===== config.mk =====
export PLATFORM = sky130hd
export DESIGN_NAME = vga_timing_gen
export DESIGN_NICKNAME = d
export VERILOG_FILES = /design/src/rtl/vga_timing_gen.sv
export SDC_FILE = /design/constraint.sdc
export NUM_CORES = 1
export LEC_CHECK = 0
export CAP_MARGIN = 20
export CORE_MARGIN = 1
export CORE_UTILIZATION = 40
export DETAILED_ROUTE_END_ITERATION = 6
export PLACE_DENSITY = 0.68
export SETUP_SLACK_MARGIN = 0.3
export SYNTH_ARGS = -nofsm -noshare
export SYNTH_HDL_FRONTEND = slang
export SYNTH_SLANG_ARGS = --single-unit
export TNS_END_PERCENT = 10

===== constraint.sdc =====
create_clock -name clk -period 3.8 [get_ports clk]
set_input_delay 0.57 -clock clk [delete_from_list [all_inputs] [get_ports clk]]
set_output_delay 0.57 -clock clk [all_outputs]
set_load 0.03 [all_outputs]

===== src/rtl/vga_timing_gen.sv =====
// 640x480@60 VGA timing generator: pixel-enable divider, x/y raster counters,
// and a one-pixel-latency registered output stage for sync, blanking and colour.
module vga_timing_gen #(
  parameter int unsigned H_ACTIVE = 640,
  parameter int unsigned H_FP     = 16,
  parameter int unsigned H_SYNC   = 96,
  parameter int unsigned H_BP     = 48,
  parameter int unsigned V_ACTIVE = 480,
  parameter int unsigned V_FP     = 10,
  parameter int unsigned V_SYNC   = 2,
  parameter int unsigned V_BP     = 33,
  parameter int unsigned CLK_DIV  = 2,
  parameter logic [3:0]  ON_LEVEL = 4'hF
) (
  input  logic       clk,
  input  logic       rst_n,
  input  logic       pixel_on,
  output logic [9:0] x,
  output logic [9:0] y,
  output logic       hsync,
  output logic       vsync,
  output logic [3:0] vga_r,
  output logic [3:0] vga_g,
  output logic [3:0] vga_b,
  output logic       video_on,
  output logic       frame_start
);

  localparam int unsigned H_TOTAL = H_ACTIVE + H_FP + H_SYNC + H_BP;
  localparam int unsigned V_TOTAL = V_ACTIVE + V_FP + V_SYNC + V_BP;

  localparam logic [9:0] H_LAST   = 10'(H_TOTAL - 1);
  localparam logic [9:0] V_LAST   = 10'(V_TOTAL - 1);
  localparam logic [9:0] H_VIS    = 10'(H_ACTIVE);
  localparam logic [9:0] V_VIS    = 10'(V_ACTIVE);
  localparam logic [9:0] HS_BEGIN = 10'(H_ACTIVE + H_FP);
  localparam logic [9:0] HS_END   = 10'(H_ACTIVE + H_FP + H_SYNC);
  localparam logic [9:0] VS_BEGIN = 10'(V_ACTIVE + V_FP);
  localparam logic [9:0] VS_END   = 10'(V_ACTIVE + V_FP + V_SYNC);
  localparam logic [3:0] DIV_LAST = 4'(CLK_DIV - 1);

  logic [3:0] r_div;
  logic [9:0] r_x;
  logic [9:0] r_y;
  logic       r_hsync;
  logic       r_vsync;
  logic       r_video_on;
  logic [3:0] r_level;

  logic       w_pe;
  logic       w_x_last;
  logic       w_y_last;
  logic       w_vis;
  logic       w_hs_n;
  logic       w_vs_n;

  assign w_pe     = (r_div == DIV_LAST);
  assign w_x_last = (r_x == H_LAST);
  assign w_y_last = (r_y == V_LAST);

  always_ff @(posedge clk or negedge rst_n) begin
    if (!rst_n)    r_div <= '0;
    else if (w_pe) r_div <= '0;
    else           r_div <= r_div + 4'd1;
  end

  always_ff @(posedge clk or negedge rst_n) begin
    if (!rst_n) begin
      r_x <= '0;
      r_y <= '0;
    end else if (w_pe) begin
      if (w_x_last) begin
        r_x <= '0;
        r_y <= w_y_last ? '0 : r_y + 10'd1;
      end else begin
        r_x <= r_x + 10'd1;
      end
    end
  end

  // Decoded from the live counters, then registered on pe so sync and colour
  // both leave one pixel after the x/y that produced them.
  assign w_vis  = (r_x < H_VIS) && (r_y < V_VIS);
  assign w_hs_n = !((r_x >= HS_BEGIN) && (r_x < HS_END));
  assign w_vs_n = !((r_y >= VS_BEGIN) && (r_y < VS_END));

  always_ff @(posedge clk or negedge rst_n) begin
    if (!rst_n) begin
      r_hsync    <= 1'b1;
      r_vsync    <= 1'b1;
      r_video_on <= 1'b0;
      r_level    <= '0;
    end else if (w_pe) begin
      r_hsync    <= w_hs_n;
      r_vsync    <= w_vs_n;
      r_video_on <= w_vis;
      r_level    <= (w_vis && pixel_on) ? ON_LEVEL : '0;
    end
  end

  assign x           = r_x;
  assign y           = r_y;
  assign hsync       = r_hsync;
  assign vsync       = r_vsync;
  assign video_on    = r_video_on;
  assign vga_r       = r_level;
  assign vga_g       = r_level;
  assign vga_b       = r_level;
  assign frame_start = w_pe && w_x_last && w_y_last;

endmodule


Word-level counts from Yosys, hierarchy flattened
Index checks and enable logic that the tools add are counted.
- output and inout port bits: 36
- bits in registers: 31
- memories: 0
- memory bits (read-only): 0
- logic and storage cells: 32
- bits in writable memories: 0
- bits in latches: 0
- reductions and logical operators: 9
- $add $sub $neg: 3
- equal/unequal tests: 3
- bitwise gates (word level): 0
- divide/modulo/power cells: 0
- order comparisons: 6
- shift-type cells: 0
- $mul: 0
- multiplexer cells: 4
- operators by type and width (kind ; count):
    $add A10 B1 Y10 const B ; 2
    $eq A10 B10 Y1 const B ; 2
    $lt A10 B10 Y1 const B ; 2
    $lt A10 B9 Y1 const B ; 2
    $mux W10 ; 2
    $ge A10 B10 Y1 const B ; 1
    $ge A10 B9 Y1 const B ; 1
    $mux W4 ; 2
    $logic_and A1 B1 Y1 ; 6
    $add A4 B1 Y4 const B ; 1
    $eq A4 B1 Y1 const B ; 1
    $logic_not A1 Y1 ; 2
    $reduce_and A2 Y1 ; 1

Longest topological paths before layout
- word-level depth: 4
- depth in mapped cells: 6
- mapped depth without buffers: 5

Worst setup path after synthesis
Ideal clock, no wire load.
- path kind: register to output
- from: reg r_x[6] (netlist: x[6])
- to: out frame_start
- path buffers: 1
- data arrival time: 2177 ps
- slack: 1053 ps
- cell stages (with the launch flop): 5
- cell sequence: dfrtp_1 > or4b_4 > or4_4 > buf_6 > nor2_1
- word-level cells in the longest chain between the ends: 3
- ends and longest elaborated chain (what ; line ; text):
    start: declaration ; 43 ; logic [9:0] r_x;
    start signal: assignment ; 76 ; r_x <= r_x + 10'd1;
    $eq A10 B10 Y1 ; 58 ; assign w_x_last = (r_x == H_LAST);
    $logic_and A1 B1 Y1 (2 in series) ; 109 ; assign frame_start = w_pe && w_x_last && w_y_last;
    end: declaration ; 26 ; output logic frame_start
No other way between the ends.

Worst setup path in the final report
- from: reg r_div[1]
- to: out frame_start
- word-level cells in the longest chain between the ends: 3
- ends and longest elaborated chain (what ; line ; text):
    start: declaration ; 42 ; logic [3:0] r_div;
    start signal: assignment ; 64 ; else r_div <= r_div + 4'd1;
    $eq A4 B1 Y1 ; 57 ; assign w_pe = (r_div == DIV_LAST);
    $logic_and A1 B1 Y1 (2 in series) ; 109 ;
No other way between the ends.

==> impl_metrics.yaml <==
clock_tree:
  ctsLongestPathBuffers: 2
  cts_resized: 1
  clk_pin_slew_ns: 0.09
  post_cts_buffers: 0
  cts_hold_buf: 0
  clk_latency_ns: 0.27
  htree_levels: 1
  cts_tree: "built"
  clockRootBuffer: "clkbuf_8"
  cts_made_buffers: 3
  cts.sinks: 28
synth:
  syn_area_per_cell_um2: 9.90
  synth_ff_type: "dfrtp_1"
  ys_warn_count: 0
  synth-seq-cells: 28
  synth_area_um2: 1480
  async_reset_ff_share_pct: 100
  synth_seq_area_share_pct: 47.7
  ys_types: 38
  synthCells: 149
  synth-edff-count: 0
  synthesis.nets: 156
sta:
  tns_ns: 0
  fin_crit_sh_pct: 88.2
  max_freq_mhz: 299
  rsz0062_at_grt: "false"
  skew_ns: 0.00243
  fin_ws_ns: 0.450
  period_minus_slack_ns: 3.35
  setup_viol: 0
  hold_viol_final: 0
  slew_violations: 0
  worstMarginPinSlew_ns: 1.03
  max_slew_margin_pct: 30.6
power_and_ir_drop:
  max-vdd-ir-drop_v: 0.000149
  p_leak_uw: 0.000795
  p_per_area_nw_per_um2: 276
outcome:
  outcome: "complete, no violations"
layout:
  fin_nets: 187
  final_common_cell: "clkdlybuf4s50_1"
  syn2layout_area_growth_pct: 27.8
  fill_cells: 310
  antenna_cells: 0
  final_layout_size_suffix_gt1_share_pct: 8.38
  layout_common_cells: "38 x clkdlybuf4s50_1, 26 x dfrtp_1, 15 x nand2_1"
setup_path:
  rrSetupSlack_ns: 1.35
  crit_path_start_kind: "register"
  startpoint: "r_div[1]"
  path_class: "register to output pin"
  cp_top_family: "simple AND/OR/NAND/NOR gates"
  endpoint_kind: "output pin"
  cp_max_fo: 12
  reg2reg_to: "y[6]"
  critPathSlowestCell: "clkdlybuf4s50_1"
  cp_data_required_time_ns: 3.23
  crit_cells: 4
  rr_worst_depth: 4
  critical_path.endpoint: "frame_start"
  critPathBufInv: 1
  worstReg2RegStart: "r_div[1]"
  arrival_ns: 2.78
  critPathMaxStageDelay_ns: 0.70
  crit_chain: "or4b_4 -> or4_4 -> nor2_1 -> clkdlybuf4s50_1"
die:
  die_y_um: 62.7
  fp.dieW_um: 62.7
  initial_core_util_pct: 42.9
  coreArea_um2: 3440
  pin_count: 39
  rows: 21
  die_area_um2: 3940
global_routing:
  antenna_found_initial: 0
  overflow: 0
  grt_max_degree: 29
  grt_pass1_vias: 1092
  grt_pass1_wl_um: 5040
  grt_usage_pct: 16.3
job:
  cap_violations: 0
drt:
  drt-total-wl_um: 3000
  drt-initial-drc-count: 28
  vias: 1182
  ant_nets: 0
  drc: 0
  wire_per_inst_um: 13.3
  drt-vias-per-instance: 5.25
  first_pass_iters: 4
place:
  place.gp.congestion: 0.851
  hpwl_um: 2190
  place_ws_ns: 0.615
  portBuffers: 38
worst_hold_path:
  hold_path.class: "register to register"
-- layout make-up --
class / count / area (µm²) / area share [%]
flip-flops and latches: 28 / 703 / 37.3
well taps: 46 / 57.6 / 3.05
repair buffers: 40 / 395 / 21.0
inverters: 9 / 33.8 / 1.79
clock buffers: 4 / 55.1 / 2.92
multi-input cells: 98 / 641 / 34.0
-- metal layers --
| metal | global-route usage [%] | vias to the layer above | wire, µm | share of wire [%] |
|---|---|---|---|---|
| met1 | 20.7 | 568 | 1420 | 47 |
| met3 | 2.55 | 4 | 116 | 3.9 |
| met2 | 28.0 | 35 | 1440 | 48 |
| met4 | 6.10 | 0 | 28 | 0.93 |
| li1 | - | 575 | - | - |
| met5 | 0 | - | 0 | 0 |
-- how the worst min path moves through the flow --
stage,startpoint,endpoint,slack [ns],cells after the start
floorplan,rst_n,r_div[0],0.27,0
global placement,vsync,vsync,0.48,2
detailed placement,vsync,vsync,0.48,2
CTS,vsync,vsync,0.49,2
global route,vsync,vsync,0.53,2
finish,vsync,vsync,0.49,2
-- cells in the mapped netlist (2+ instances only) --
master	instances	area, µm²
nand2_1	15	56.3
clkbuf_1	2	7.51
o21ai_0	8	40.0
nor2_1	8	30.0
or4_1	2	15.0
dfstp_2	2	52.6
nor4_1	3	18.8
inv_1	9	33.8
buf_4	11	82.6
nand3_1	9	45.0
ha_1	4	50.1
dfrtp_1	26	651
xnor2_1	8	70.1
xor2_1	3	26.3
nand4_1	7	43.8
a21oi_1	2	10.0
or4_4	2	22.5
o31ai_1	3	22.5
nor3_1	6	30.0
-- metrics by stage --
stage | total power [µW] | instances | area, µm² | hold slack, ns | util [%]
4_1_cts | 524 | 225 | 1890 | 0.494 | 54.8
5_1_grt | 539 | 225 | 1890 | 0.526 | 54.8
6_report | 520 | 225 | 1890 | 0.488 | 54.8
3_5_place_dp | 341 | 221 | 1830 | 0.480 | 53.1
2_1_floorplan | 329 | 149 | 1480 | 0.274 | -
3_3_place_gp | 341 | 221 | 1830 | 0.478 | 53.1
-- logic make-up (layout without fill, tap and decap cells) --
| logic type | count (synthesis) | count (layout) | synth area share [%] |
|---|---|---|---|
| simple gates | 61 | 61 | 22.8 |
| xor+xnor | 12 | 12 | 7.63 |
| buf+inv | 23 | 53 | 9.16 |
| mux | 2 | 2 | 1.44 |
| compound gates | 19 | 19 | 7.89 |
| flops | 28 | 28 | 47.7 |
| fa+ha+maj | 4 | 4 | 3.39 |
-- registers in the layout, indices dropped and copies added, names as in the netlist --
signal and count:
hsync 1, r_div 4, vga_b 1, x 10, vsync 1, y 10, video_on 1
-- power by group --
part	switching [µW]	internal, µW	total, µW
registers	1.53	298	300
logic	21.5	13.4	34.9
clock network	92.4	92.8	185
total	115	405	520
-- worst register-to-register path: stages, from the launching register on --
cell     delay [ns]
dfrtp_1        0.44
or4b_4         0.64
or4_4          0.56
or4_4          0.55
xnor2_2        0.14
(Power assumes the default switching activity.)
